==> config.mk <==
export PLATFORM = sky130hd
export DESIGN_NAME = usb_dfu_reboot_ctrl
export DESIGN_NICKNAME = d
export VERILOG_FILES = /design/src/rtl/usb_dfu_reboot_ctrl.sv
export SDC_FILE = /design/constraint.sdc
export NUM_CORES = 1
export LEC_CHECK = 0
export ABC_CLOCK_PERIOD_IN_PS = 4800
export CORE_MARGIN = 5
export CORE_UTILIZATION = 60
export CTS_CLUSTER_DIAMETER = 150
export CTS_CLUSTER_SIZE = 12
export DETAILED_ROUTE_END_ITERATION = 16
export GPL_TIMING_DRIVEN = 0
export PLACE_DENSITY_LB_ADDON = 0.25
export RECOVER_POWER = 100
export SLEW_MARGIN = 20
export SYNTH_ARGS = -nofsm -noshare
export SYNTH_HDL_FRONTEND = slang
export SYNTH_SLANG_ARGS = --single-unit
==> constraint.sdc <==
create_clock -name clk -period 4.8 [get_ports clk]
set_input_delay 1.44 -clock clk [delete_from_list [all_inputs] [get_ports clk]]
set_output_delay 1.44 -clock clk [all_outputs]
set_load 0.01 [all_outputs]
==> src/rtl/usb_dfu_reboot_ctrl.sv <==
// usb_dfu_reboot_ctrl: sequences the iCE40 warmboot request after a DFU detach or manifest.
// Optional host-unplug reboot is enabled by `define USB_DFU_PRESENCE_REBOOT_EN.
module usb_dfu_reboot_ctrl #(
    parameter int unsigned DETACH_DELAY     = 48000,
    parameter int unsigned PRESENCE_TIMEOUT = 144000,
    parameter logic [1:0]  BOOT_IMAGE       = 2'b01
) (
    input  logic        clk,
    input  logic        reset,
    input  logic        sof_valid,
    input  logic [10:0] frame_index,
    input  logic        dfu_detach,
    input  logic [7:0]  dfu_state,
    output logic        host_present,
    output logic        boot,
    output logic [1:0]  boot_image,
    output logic [1:0]  seq_state
);

    localparam int unsigned TW = $clog2(PRESENCE_TIMEOUT + 1);
    localparam int unsigned DW = $clog2(DETACH_DELAY + 1);
    localparam logic [TW-1:0] TMAX = TW'(PRESENCE_TIMEOUT);
    localparam logic [DW-1:0] DLOAD = DW'(DETACH_DELAY - 1);

    typedef enum logic [1:0] {
        IDLE  = 2'd0,
        ARMED = 2'd1,
        BOOT  = 2'd2
    } seq_t;

    seq_t          state_q, state_d;
    logic [DW-1:0] cnt_q, cnt_d;
    logic [TW-1:0] timer_q;
    logic [10:0]   last_frame_q;
    logic          seen_q;
    logic          detach_q;
    logic          detach_vld_q;
    logic          sof_accept;
    logic          detach_trig;
    logic          manifest_trig;
    logic          presence_trig;
    logic          trigger;

    // A duplicate frame number is treated as a glitch; the first SOF always counts.
    assign sof_accept    = sof_valid && (!seen_q || frame_index != last_frame_q);
    assign host_present  = seen_q && (timer_q < TMAX);
    // detach_vld_q blocks a level that was already high when reset released.
    assign detach_trig   = dfu_detach && !detach_q && detach_vld_q;
    assign manifest_trig = (dfu_state == 8'd8);
    assign trigger       = detach_trig || manifest_trig || presence_trig;

`ifdef USB_DFU_PRESENCE_REBOOT_EN
    logic host_present_q;
    logic idle_safe;

    assign idle_safe = (dfu_state == 8'd0) || (dfu_state == 8'd2) ||
                       (dfu_state == 8'd5) || (dfu_state == 8'd9) ||
                       (dfu_state == 8'd10);
    assign presence_trig = host_present_q && !host_present && idle_safe;

    // Delayed copy of host presence for unplug edge detection.
    always_ff @(posedge clk) begin
        if (reset) host_present_q <= 1'b0;
        else       host_present_q <= host_present;
    end
`else
    assign presence_trig = 1'b0;
`endif

    // Detach edge detector state.
    always_ff @(posedge clk) begin
        if (reset) begin
            detach_q     <= 1'b0;
            detach_vld_q <= 1'b0;
        end else begin
            detach_q     <= dfu_detach;
            detach_vld_q <= 1'b1;
        end
    end

    // Host presence tracking from accepted SOF tokens.
    always_ff @(posedge clk) begin
        if (reset) begin
            seen_q       <= 1'b0;
            timer_q      <= '0;
            last_frame_q <= '0;
        end else if (sof_accept) begin
            seen_q       <= 1'b1;
            timer_q      <= '0;
            last_frame_q <= frame_index;
        end else if (timer_q != TMAX) begin
            timer_q <= timer_q + 1'b1;
        end
    end

    // Sequencer state and delay counter registers.
    always_ff @(posedge clk) begin
        if (reset) begin
            state_q <= IDLE;
            cnt_q   <= '0;
        end else begin
            state_q <= state_d;
            cnt_q   <= cnt_d;
        end
    end

    // Next-state logic: arm once, count down, then hold the boot request.
    always_comb begin
        state_d = state_q;
        cnt_d   = cnt_q;
        unique case (state_q)
            IDLE: begin
                if (trigger) begin
                    state_d = ARMED;
                    cnt_d   = DLOAD;
                end
            end
            ARMED: begin
                if (cnt_q == '0) state_d = BOOT;
                else             cnt_d   = cnt_q - 1'b1;
            end
            BOOT:    state_d = BOOT;
            default: state_d = IDLE;
        endcase
    end

    assign boot       = (state_q == BOOT);
    assign boot_image = BOOT_IMAGE;
    assign seq_state  = state_q;

endmodule

* After elaboration in Yosys (flattened, before gate mapping) *
Index checks and enable logic that the tools add are counted.

operators by class
  add/subtract/negate cells = 2
  $lt $le $gt $ge = 1
  eq/ne operators = 8
  mux-type cells = 7
  reduce and logical (&&, ||, !) cells = 14

operators by type and width
  cell                                                count
  two-way mux 16 bit                                  2
  one-hot mux 16 bit (2 select lines)                 1
  adder 18 x 1 -> 18 bit, second input constant       1
  less-than comparator 18 bit, second input constant  1
  inequality test 18 bit, second input constant       1
  logical NOT 16 bit                                  1
  subtractor 16 x 1 -> 16 bit, second input constant  1
  inequality test 11 bit                              1
  == test 8 x 4 -> 1 bit, second input constant       1
  inequality test 2 bit, second input constant        3
  one-hot mux 2 bit (3 select lines)                  1
  logical AND 1 bit                                   4
  two-way mux 2 bit                                   2
  AND reduction 3 bit                                 1
  == test 2 x 1 -> 1 bit, second input constant       1
  == test 2 bit, second input constant                1
  logical NOT 1 bit                                   2
  logical NOT 2 bit                                   1
  logical OR 1 bit                                    2
  AND reduction 2 bit                                 1
  nonzero test 2 bit                                  1
  OR reduction 2 bit                                  1
  two-way mux 1 bit                                   1

storage, ports and cells
  bits in registers = 50
  bits of input ports = 23
  output and inout bits = 6
  logic and storage cells = 39

* Depth between registers and ports, before layout *
Gate-level depths: netlist (run 1).

  depth in word-level cells = 6
  gate-level depth with buffers = 8
  gate-level depth less buffers = 7

* Worst setup path after synthesis (run 1) *
Ideal clock, no wire load.

  path kind = input port to flip-flop
  start = input port dfu_state[5]
  end = register cnt_q[7]
  arrival time = 3.031 ns
  data required time = 4.730 ns
  setup slack = 1.699 ns
  stages = 6
  path buffers = 1
  path through = or4_4 -> o221ai_4 -> o211ai_2 -> buf_6 -> or4_1 -> a21boi_1

between the ends
  longest elaborated chain between the ends = 4

RTL lines
  item                             line  text
  start: declaration               13    input logic [7:0] dfu_state,
  == test 8 x 4 -> 1 bit           49    assign manifest_trig = (dfu_state == 8'd8);
  logical OR 1 bit                 50    assign trigger = detach_trig || manifest_trig || presence_trig;
  inequality test 2 bit (no line)  -
  AND reduction 3 bit (no line)    -
  end signal: assignment           103   cnt_q <= cnt_d;
  end: declaration                 32    logic [DW-1:0] cnt_q, cnt_d;

Every way passes these cells.
A chain may end at the register's enable or synchronous reset.

* Worst setup path in the final report (run 1) *
  start = input port dfu_state[5]
  end = register cnt_q[4]

Same word-level chain as after synthesis.

==> results of run 1 <==
==> critical path, cell delays in order <==
cell and delay, ps:
dlygate4sd3_1 520, or4_1 560, o221ai_1 370, clkbuf_1 400, o2111a_1 350, a211oi_1 110, a311oi_1 250
==> how the worst max path moves through the flow <==
stage	startpoint	to	slack, ps	cells past startpoint
4_1_cts	timer_q[9]$_SDFFE_PP0N_	host_present	1450	5
5_1_grt	dfu_state[5]	cnt_q[4]$_SDFFE_PP0P_	900	7
3_3_place_gp	dfu_state[5]	cnt_q[13]$_SDFFE_PP0P_	1220	6
2_1_floorplan	dfu_state[5]	cnt_q[7]$_SDFFE_PP0P_	1700	6
3_5_place_dp	dfu_state[5]	cnt_q[7]$_SDFFE_PP0P_	1180	7
6_report	dfu_state[5]	cnt_q[4]$_SDFFE_PP0P_	1030	7
==> kinds of logic (layout without fill, tap and decap cells) <==
logic type	after synthesis	count (layout)	synth area share [%]
flops	50	50	38.74
compound gates	42	42	12.83
buf+inv	20	53	3.680
xor+xnor	28	28	9.492
fa+ha+maj	7	7	3.390
other cells	2	2	0.2907
mux	13	13	5.036
simple gates	128	128	26.54
==> per-layer routing <==
metal | track usage, % | up-vias | routed length [um]
met2 | 32.89 | 63 | 2461
met4 | 5.825 | 0 | 56
met5 | 0 | - | 0
met1 | 25.37 | 1032 | 2400
li1 | - | 1092 | -
met3 | 4.881 | 6 | 340
==> stage by stage <==
step           std cells  setup slack (ps)  cell area [um2]
4_1_cts              373              1454             3009
2_1_floorplan        290              1699             2584
3_5_place_dp         365              1177             2897
6_report             373              1025             2957
5_1_grt              373             895.9             2957
3_3_place_gp         365              1224             2897
==> power breakdown <==
| part | switching [uW] | internal, uW | leakage, uW |
|---|---|---|---|
| logic | 277 | 186 | 0.000608 |
| clock network | 145 | 156 | 0.0000585 |
| registers | 57.9 | 475 | 0.000410 |
| total | 480 | 817 | 0.00108 |
==> cell type report <==
class / instances / share of cell area [%]
inverters: 8 / 1.016
clock buffers: 5 / 2.328
flip-flops and latches: 50 / 33.86
repair buffers: 25 / 8.464
multi-input cells: 220 / 48.96
plain buffers: 12 / 1.777
well taps: 50 / 2.116
clock inverters: 3 / 1.481
==> sequential cells by signal, summed over array words and instances, names as in the netlist <==
signal / cells
cnt_q: 16
detach_vld_q: 1
seen_q: 1
timer_q: 18
detach_q: 1
seq_state: 2
last_frame_q: 11
==> cells in the mapped netlist, types with 2 or more instances <==
| master | n |
|---|---|
| a211oi_1 | 3 |
| a21boi_1 | 2 |
| a21oi_1 | 5 |
| a31oi_1 | 4 |
| and3_1 | 8 |
| and4_1 | 3 |
| buf_4 | 3 |
| clkbuf_1 | 7 |
| conb_1 | 2 |
| dfxtp_1 | 50 |
| ha_1 | 7 |
| inv_1 | 8 |
| mux2i_1 | 13 |
| nand2_1 | 16 |
| nand2b_1 | 5 |
| nand3_1 | 8 |
| nand4_1 | 10 |
| nor2_1 | 44 |
| nor2b_1 | 2 |
| nor3_1 | 8 |
| nor4_1 | 2 |
| nor4b_1 | 2 |
| o2111ai_1 | 2 |
| o21ai_0 | 7 |
| o31ai_1 | 7 |
| or2_2 | 2 |
| or3_1 | 7 |
| or4_1 | 3 |
| xnor2_1 | 21 |
| xor2_1 | 7 |
==> results_dict.tcl, run 1 <==
set metrics [dict create \
    status "complete, no violations" \
    maxSlewViolCount 0 \
    core_um2 4086 \
    ff2ff_path_depth 8 \
    cts_resized 0 \
    via_per_inst 5.879 \
    layout_common_cells "dfxtp_1 (50), nor2_1 (44), xnor2_1 (21)" \
    arrival_ps 3990 \
    drc 0 \
    hold_slack_ps 488.1 \
    power.total_uw 1297 \
    holdPathStages 2 \
    min_to "cnt_q[0]$_SDFFE_PP0P_" \
    power.leakage_uw 0.001076 \
    portBuffers 25 \
    fmax_mhz 264.9 \
    yosysWarnings 0 \
    post-cts-setup-buffers 0 \
    grt_pass1_vias 1996 \
    grt_pass1_wl_um 8763 \
    synth_edf_count 0 \
    first_pass_iters 4 \
    die_height_um 75.62 \
    hold_viol_final 0 \
    maxCapViolations 0 \
    worst_setup_path_start_kind "input pin" \
    yosys_most_used_dff "dfxtp_1" \
    ctsHoldBuffers 0 \
    ys_seq_area_share_pct 38.74 \
    ant_nets 0 \
    cts_sinks 50 \
    grt-ovfl-total 0 \
    grt.total_usage_pct 19.75 \
    r2r-end "cnt_q[5]$_SDFFE_PP0P_" \
    via_count 2193 \
    irDropWorstVdd_mv 0.3376 \
    pin_count 29 \
    tightest_slew_ps 697.0 \
    synth.area.top_cells "dfxtp_1 (39%), xnor2_1 (7.1%), nor2_1 (6.4%)" \
    synth_top_area_share_pct 38.74 \
    hpwl_um 3789 \
    fin_skew_ps 5.806 \
    rsz0062_at_grt "false" \
    layout.cells.most_common "dfxtp_1" \
    grt_max_degree 17 \
    first_iter_violations 138 \
    area_growth_syn_to_layout_pct 14.43 \
    antenna_found_initial 0 \
    gp_congestion 0.8375 \
    clk-insertion-delay-late_ps 310 \
    cts_tree "done" \
    wl_um 5258 \
    htree_levels 2 \
    ys_ff_latch 50 \
    cts_buffers 5 \
    dieWidth_um 75.62 \
    clk_pin_slew_ps 90 \
    cts_root_buf "clkbuf_8" \
    r2r_start "seq_state[1]$_SDFFE_PP0P_" \
    worstSetupEndpointType "register" \
    synthDistinctLibCells 52 \
    diodes 0 \
    fin_crit_ps 3775 \
    synthArstFlopShare_pct 0 \
    min_from "cnt_q[0]$_SDFFE_PP0P_" \
    r2r_setup_slack_ps 2330 \
    fp.dieArea_um2 5718 \
    drive_gt1_share_pct 4.954 \
    synth_area_um2 2584 \
    synth_top_area_cell "dfxtp_1" \
    detail_route.wl_per_cell_um 14.10 \
    rows 23 \
    nNetsFinal 352 \
    syn_area_per_cell_um2 8.909 \
    cp_max_fo 10 \
    min_period_over_period_pct 78.64 \
    post-route-util_pct 72.35 \
    worst_slew_margin_rel_pct 53.53 \
    setup_tns_ps 0 \
    hold_class "reg -> reg" \
    power.density_nw_per_um2 438.7 \
    crit_required_ps 5020 \
    area.sequential_um2 1001 \
    syn_nets 320 \
    multi_input_area_um2 1448 \
    syn_inst 290 \
    path_class "in -> reg" \
    setup_viol 0 \
    cts_max_path_buffers 2 \
    fill_cells 325 \
    start_util_pct 63.23 \
]
Power figures use the tool's default switching activity.
==> inputs of run 2 (changes only) <==
--- a/config.mk
+++ b/config.mk
@@ -5,9 +5,9 @@
 export SDC_FILE = /design/constraint.sdc
 export NUM_CORES = 1
 export LEC_CHECK = 0
-export ABC_CLOCK_PERIOD_IN_PS = 4800
+export ABC_CLOCK_PERIOD_IN_PS = 3850
 export CORE_MARGIN = 5
-export CORE_UTILIZATION = 60
+export CORE_UTILIZATION = 56
 export CTS_CLUSTER_DIAMETER = 150
 export CTS_CLUSTER_SIZE = 12
 export DETAILED_ROUTE_END_ITERATION = 16
==> constraint.sdc (replaced) <==
create_clock -name clk -period 3.85 [get_ports clk]
set_input_delay 1.155 -clock clk [delete_from_list [all_inputs] [get_ports clk]]
set_output_delay 1.155 -clock clk [all_outputs]
set_load 0.01 [all_outputs]
==> results_dict.tcl, run 2 (synthesis results as in run 1) <==
set metrics [dict create \
    worstSetupEndpointType "register" \
    min_from "cnt_q[0]$_SDFFE_PP0P_" \
    intPower_uw 1091 \
    setup_viol 0 \
    min_period_over_period_pct 83.09 \
    via_count 2164 \
    reg_top3 "timer_q: 18 flops, cnt_q: 16 flops, last_frame_q: 11 flops" \
    irDropWorstVdd_mv 0.3500 \
    crit_required_ps 4070 \
    diodes 0 \
    regMostFlops "timer_q" \
    status "complete, no violations" \
    start_util_pct 58.53 \
    power.density_nw_per_um2 560.7 \
    rows 24 \
    portBuffers 25 \
    layout.cells.most_common "dfxtp_1" \
    hold_viol_final 0 \
    clk_pin_slew_ps 90 \
    fmax_mhz 312.6 \
    grt-ovfl-total 0 \
    ctsHoldBuffers 0 \
    worstPathCellList "clkdlybuf4s50_1 -> or4_1 -> o221ai_4 -> clkbuf_1 -> o2111a_1 -> a211oi_1 -> a311oi_1" \
    path_class "in -> reg" \
    cts_sinks 50 \
    via_per_inst 5.771 \
    maxSlewViolCount 0 \
    grt_pass1_wl_um 8694 \
    maxCapViolations 0 \
    grt_max_degree 17 \
    setup_slack_ps 651.2 \
    cpLargestDelayFamily "compound AO/OA/AOI/OAI gates" \
    detail_route.wl_per_cell_um 13.38 \
    min_to "cnt_q[0]$_SDFFE_PP0P_" \
    fin_crit_ps 3199 \
    ff2ff_path_depth 8 \
    grt.total_usage_pct 17.02 \
    worst_setup_path_start_kind "input pin" \
    first_iter_violations 127 \
    area_growth_syn_to_layout_pct 16.17 \
    r2r_start "seq_state[1]$_SDFFE_PP0P_" \
    largest_register_ff_count 18 \
    dp_worst_setup_slack_ps 506.4 \
    gp_congestion 0.8102 \
    pin_count 29 \
    arrival_ps 3420 \
    die_height_um 77.93 \
    pwr-share-clk_pct 26.0 \
    post-cts-setup-buffers 0 \
    combPwrFrac_pct 34.6 \
    holdPathStages 2 \
    path_buf_inv 2 \
    cts_tree "done" \
    antenna_found_initial 0 \
    drc 0 \
    cp_max_fo 10 \
    p_sw_uw 591.8 \
    power.leakage_uw 0.001089 \
    hpwl_um 3647 \
    cp_slowest_cell "or4_1" \
    grt_pass1_vias 2013 \
    rsz0062_at_grt "false" \
    fp.dieArea_um2 6072 \
    cts_max_path_buffers 2 \
    seq_power_share_pct 39.4 \
    cts_root_buf "clkbuf_8" \
    layout_common_cells "dfxtp_1 (50), nor2_1 (44), xnor2_1 (21)" \
    switching_share_pct 35.16 \
    setup_tns_ps 0 \
    r2r_setup_slack_ps 1460 \
    cts_buffers 5 \
    drive_gt1_share_pct 5.263 \
    ant_nets 0 \
    cpPeakStageDelay_ps 590 \
    core_um2 4414 \
    dieWidth_um 77.93 \
    worst_slew_margin_rel_pct 53.95 \
    fin_skew_ps 5.552 \
    hold_class "reg -> reg" \
    first_pass_iters 4 \
    r2r-end "cnt_q[5]$_SDFFE_PP0P_" \
    nNetsFinal 352 \
    cts_resized 0 \
    tightest_slew_ps 690.7 \
    clk-insertion-delay-late_ps 300 \
    wl_um 5019 \
    htree_levels 2 \
]
run 2: area by class of cell:
cell class / count / area, um2
Clock inverter: 3 / 68.82
Timing Repair Buffer: 25 / 250.2
Multi-Input combinational cell: 220 / 1465
Inverter: 8 / 30.03
Tap cell: 52 / 65.06
Buffer: 12 / 52.55
Sequential cell: 50 / 1001
Fill cell: 365 / 1413
Clock buffer: 5 / 68.82
run 2: worst max-delay path by stage:
stage                                         endpoint  slack, ps                     from  cells past startpoint
final                            cnt_q[4]$_SDFFE_PP0P_        650             dfu_state[5]                      7
after CTS                                 host_present        830  timer_q[9]$_SDFFE_PP0N_                      5
after floorplan                  cnt_q[7]$_SDFFE_PP0P_       1030             dfu_state[5]                      6
after global placement          cnt_q[13]$_SDFFE_PP0P_        550             dfu_state[5]                      6
after detailed placement         cnt_q[7]$_SDFFE_PP0P_        510             dfu_state[5]                      7
after global routing      last_frame_q[4]$_SDFFE_PP0P_        470           frame_index[0]                      7
run 2: metrics by stage:
step                hold slack [ps]  instances  total power, uW  utilization [%]  instance area, um2
floorplan                     450.8        290             1123                -                2584
global placement              471.3        367             1263            65.67                2899
detailed placement            487.2        367             1284            65.67                2899
CTS                           507.9        375             1728            68.79                3037
global route                  537.3        375             1792            68.00                3002
finish                        510.9        375             1683            68.00                3002
run 2: routing by layer:
layer | up-vias | GRT usage, % | part of all wire, %
li1 | 1097 | - | -
met1 | 1020 | 21.15 | 48
met2 | 41 | 28.63 | 46
met3 | 6 | 4.398 | 4.9
met4 | 0 | 5.574 | 1.4
met5 | - | 0 | 0
run 2: power by group through the flow:
stage               Clock, uW  Combinational (uW)  Sequential (uW)
CTS                       448                 617              662
finish                    438                 582              663
floorplan                   0                 463              660
global placement            0                 593              670
global route              472                 645              674
detailed placement          0                 611              673
run 2: worst min-delay path, delay by kind of cell (launching register included):
| kind | cells | cell delay, ps |
|---|---|---|
| AO/OA/AOI/OAI | 1 | 60 |
| flip-flops | 1 | 340 |
| AND/OR/NAND/NOR | 1 | 70 |
==> inputs of run 3 (changes only) <==
--- a/config.mk
+++ b/config.mk
@@ -5,7 +5,7 @@
 export SDC_FILE = /design/constraint.sdc
 export NUM_CORES = 1
 export LEC_CHECK = 0
-export ABC_CLOCK_PERIOD_IN_PS = 3850
+export ABC_CLOCK_PERIOD_IN_PS = 3250
 export CORE_MARGIN = 5
 export CORE_UTILIZATION = 56
 export CTS_CLUSTER_DIAMETER = 150
==> constraint.sdc (replaced) <==
create_clock -name clk -period 3.25 [get_ports clk]
set_input_delay 0.975 -clock clk [delete_from_list [all_inputs] [get_ports clk]]
set_output_delay 0.975 -clock clk [all_outputs]
set_load 0.01 [all_outputs]
==> results_dict.tcl, run 3 (synthesis results as in run 1) <==
set metrics [dict create \
    status "complete, no violations" \
    hpwl_um 3647 \
    start_util_pct 58.53 \
    maxCapViolations 0 \
    path_class "in -> reg" \
    rows 24 \
    dieWidth_um 77.93 \
    cts_tree "done" \
    setup_viol 0 \
    setup_slack_ps 242.8 \
    drc 0 \
    layout.cells.most_common "dfxtp_1" \
    area.sequential_um2 1001 \
    die_height_um 77.93 \
    dp_worst_setup_slack_ps 86.40 \
    first_iter_violations 111 \
    regMostFlops "timer_q" \
    ant_nets 0 \
    worst_setup_path_start_kind "input pin" \
    cts_sinks 50 \
    worstSetupEndpointType "register" \
    fp.dieArea_um2 6072 \
    reg_top3 "timer_q: 18 flops, cnt_q: 16 flops, last_frame_q: 11 flops" \
    grt_max_degree 17 \
    wl_um 5041 \
    setup_tns_ps 0 \
    multi_input_area_um2 1465 \
    grt.total_usage_pct 17.02 \
    grt-ovfl-total 0 \
    htree_levels 2 \
    core_um2 4414 \
    layout_common_cells "dfxtp_1 (50), nor2_1 (44), xnor2_1 (21)" \
    crit_required_ps 3480 \
    first_pass_iters 4 \
    cts_resized 0 \
    drive_gt1_share_pct 6.192 \
    rsz0062_at_grt "false" \
    power.density_nw_per_um2 667.9 \
    ctsHoldBuffers 0 \
    maxSlewViolCount 0 \
    nNetsFinal 352 \
    arrival_ps 3240 \
    clk_pin_slew_ps 90 \
    placed_cell_area_um2 2899 \
    hold_viol_final 0 \
    cts_root_buf "clkbuf_8" \
    clk-insertion-delay-late_ps 300 \
    grt_pass1_wl_um 8694 \
    pin_count 29 \
    final_area_um2 3014 \
    via_per_inst 5.808 \
    grt_pass1_vias 2013 \
    fin_skew_ps 6.096 \
    fin_crit_ps 3007 \
    detail_route.wl_per_cell_um 13.44 \
    min_period_over_period_pct 92.53 \
    cts_buffers 5 \
    cts_max_path_buffers 2 \
    diodes 0 \
    fmax_mhz 332.5 \
    power.leakage_uw 0.001100 \
    fill_cells 360 \
    cp_max_fo 8 \
    tightest_slew_ps 579.0 \
    worst_slew_margin_rel_pct 61.23 \
    portBuffers 25 \
    area_growth_syn_to_layout_pct 16.66 \
    gp_congestion 0.8102 \
    irDropWorstVdd_mv 0.4200 \
    via_count 2178 \
    post-cts-setup-buffers 0 \
    largest_register_ff_count 18 \
    antenna_found_initial 0 \
    hold_class "reg -> reg" \
]
## run 3: changes by cell type in the layout (fill, tap and decap cells not counted)
cell and change:
clkbuf_2 +1, a21boi_1 -1, clkbuf_1 -3, buf_4 +1
buf_6 +1, a21boi_0 +1
## run 3: path summary, 6_finish.rpt
kind	cells past startpoint	end	slack (ps)	from
setup / recovery	6	cnt_q[13]$_SDFFE_PP0P_	240	dfu_state[5]
hold / removal	2	cnt_q[0]$_SDFFE_PP0P_	510	cnt_q[0]$_SDFFE_PP0P_
setup reg to reg	5	cnt_q[3]$_SDFFE_PP0P_	910	cnt_q[2]$_SDFFE_PP0P_
hold reg to reg	2	cnt_q[0]$_SDFFE_PP0P_	510	cnt_q[0]$_SDFFE_PP0P_
## run 3: area by class of cell
type                    count  area share, %
multi-input cells         220          48.61
inverters                   8         0.9963
flip-flops and latches     50          33.21
clock inverters             3          2.283
well taps                  52          2.159
plain buffers              12          2.159
repair buffers             25          8.302
clock buffers               5          2.283
## run 3: report_power, final
group          internal [uW]  total, uW  switching (uW)  leakage, uW
Sequential               701        786            85.4     0.000410
Clock                    308        519             211    0.0000683
Combinational            299        708             409     0.000622
## run 3: layer usage
metal	track usage [%]	vias to the layer above	share of wire (%)
met3	4.398	6	4.9
met4	5.574	0	1.3
met5	0	-	0
met1	21.15	1029	48
met2	28.63	50	46
li1	-	1093	-
## run 3: worst max-delay path: stages
cell and delay (ps):
clkdlybuf4s50_1 390, or4_1 590, o221ai_4 270, o211ai_1 290
or4_1 550, a31oi_1 180
## run 3: stage by stage
stage / hold slack, ps / instances / total power [uW] / utilization (%)
after detailed placement: 487.2 / 367 / 1521 / 65.67
final: 510.3 / 375 / 2013 / 68.28
after global placement: 471.3 / 367 / 1496 / 65.67
after floorplan: 450.8 / 290 / 1330 / -
after global routing: 551.9 / 375 / 2140 / 68.28
after CTS: 507.9 / 375 / 2046 / 68.79
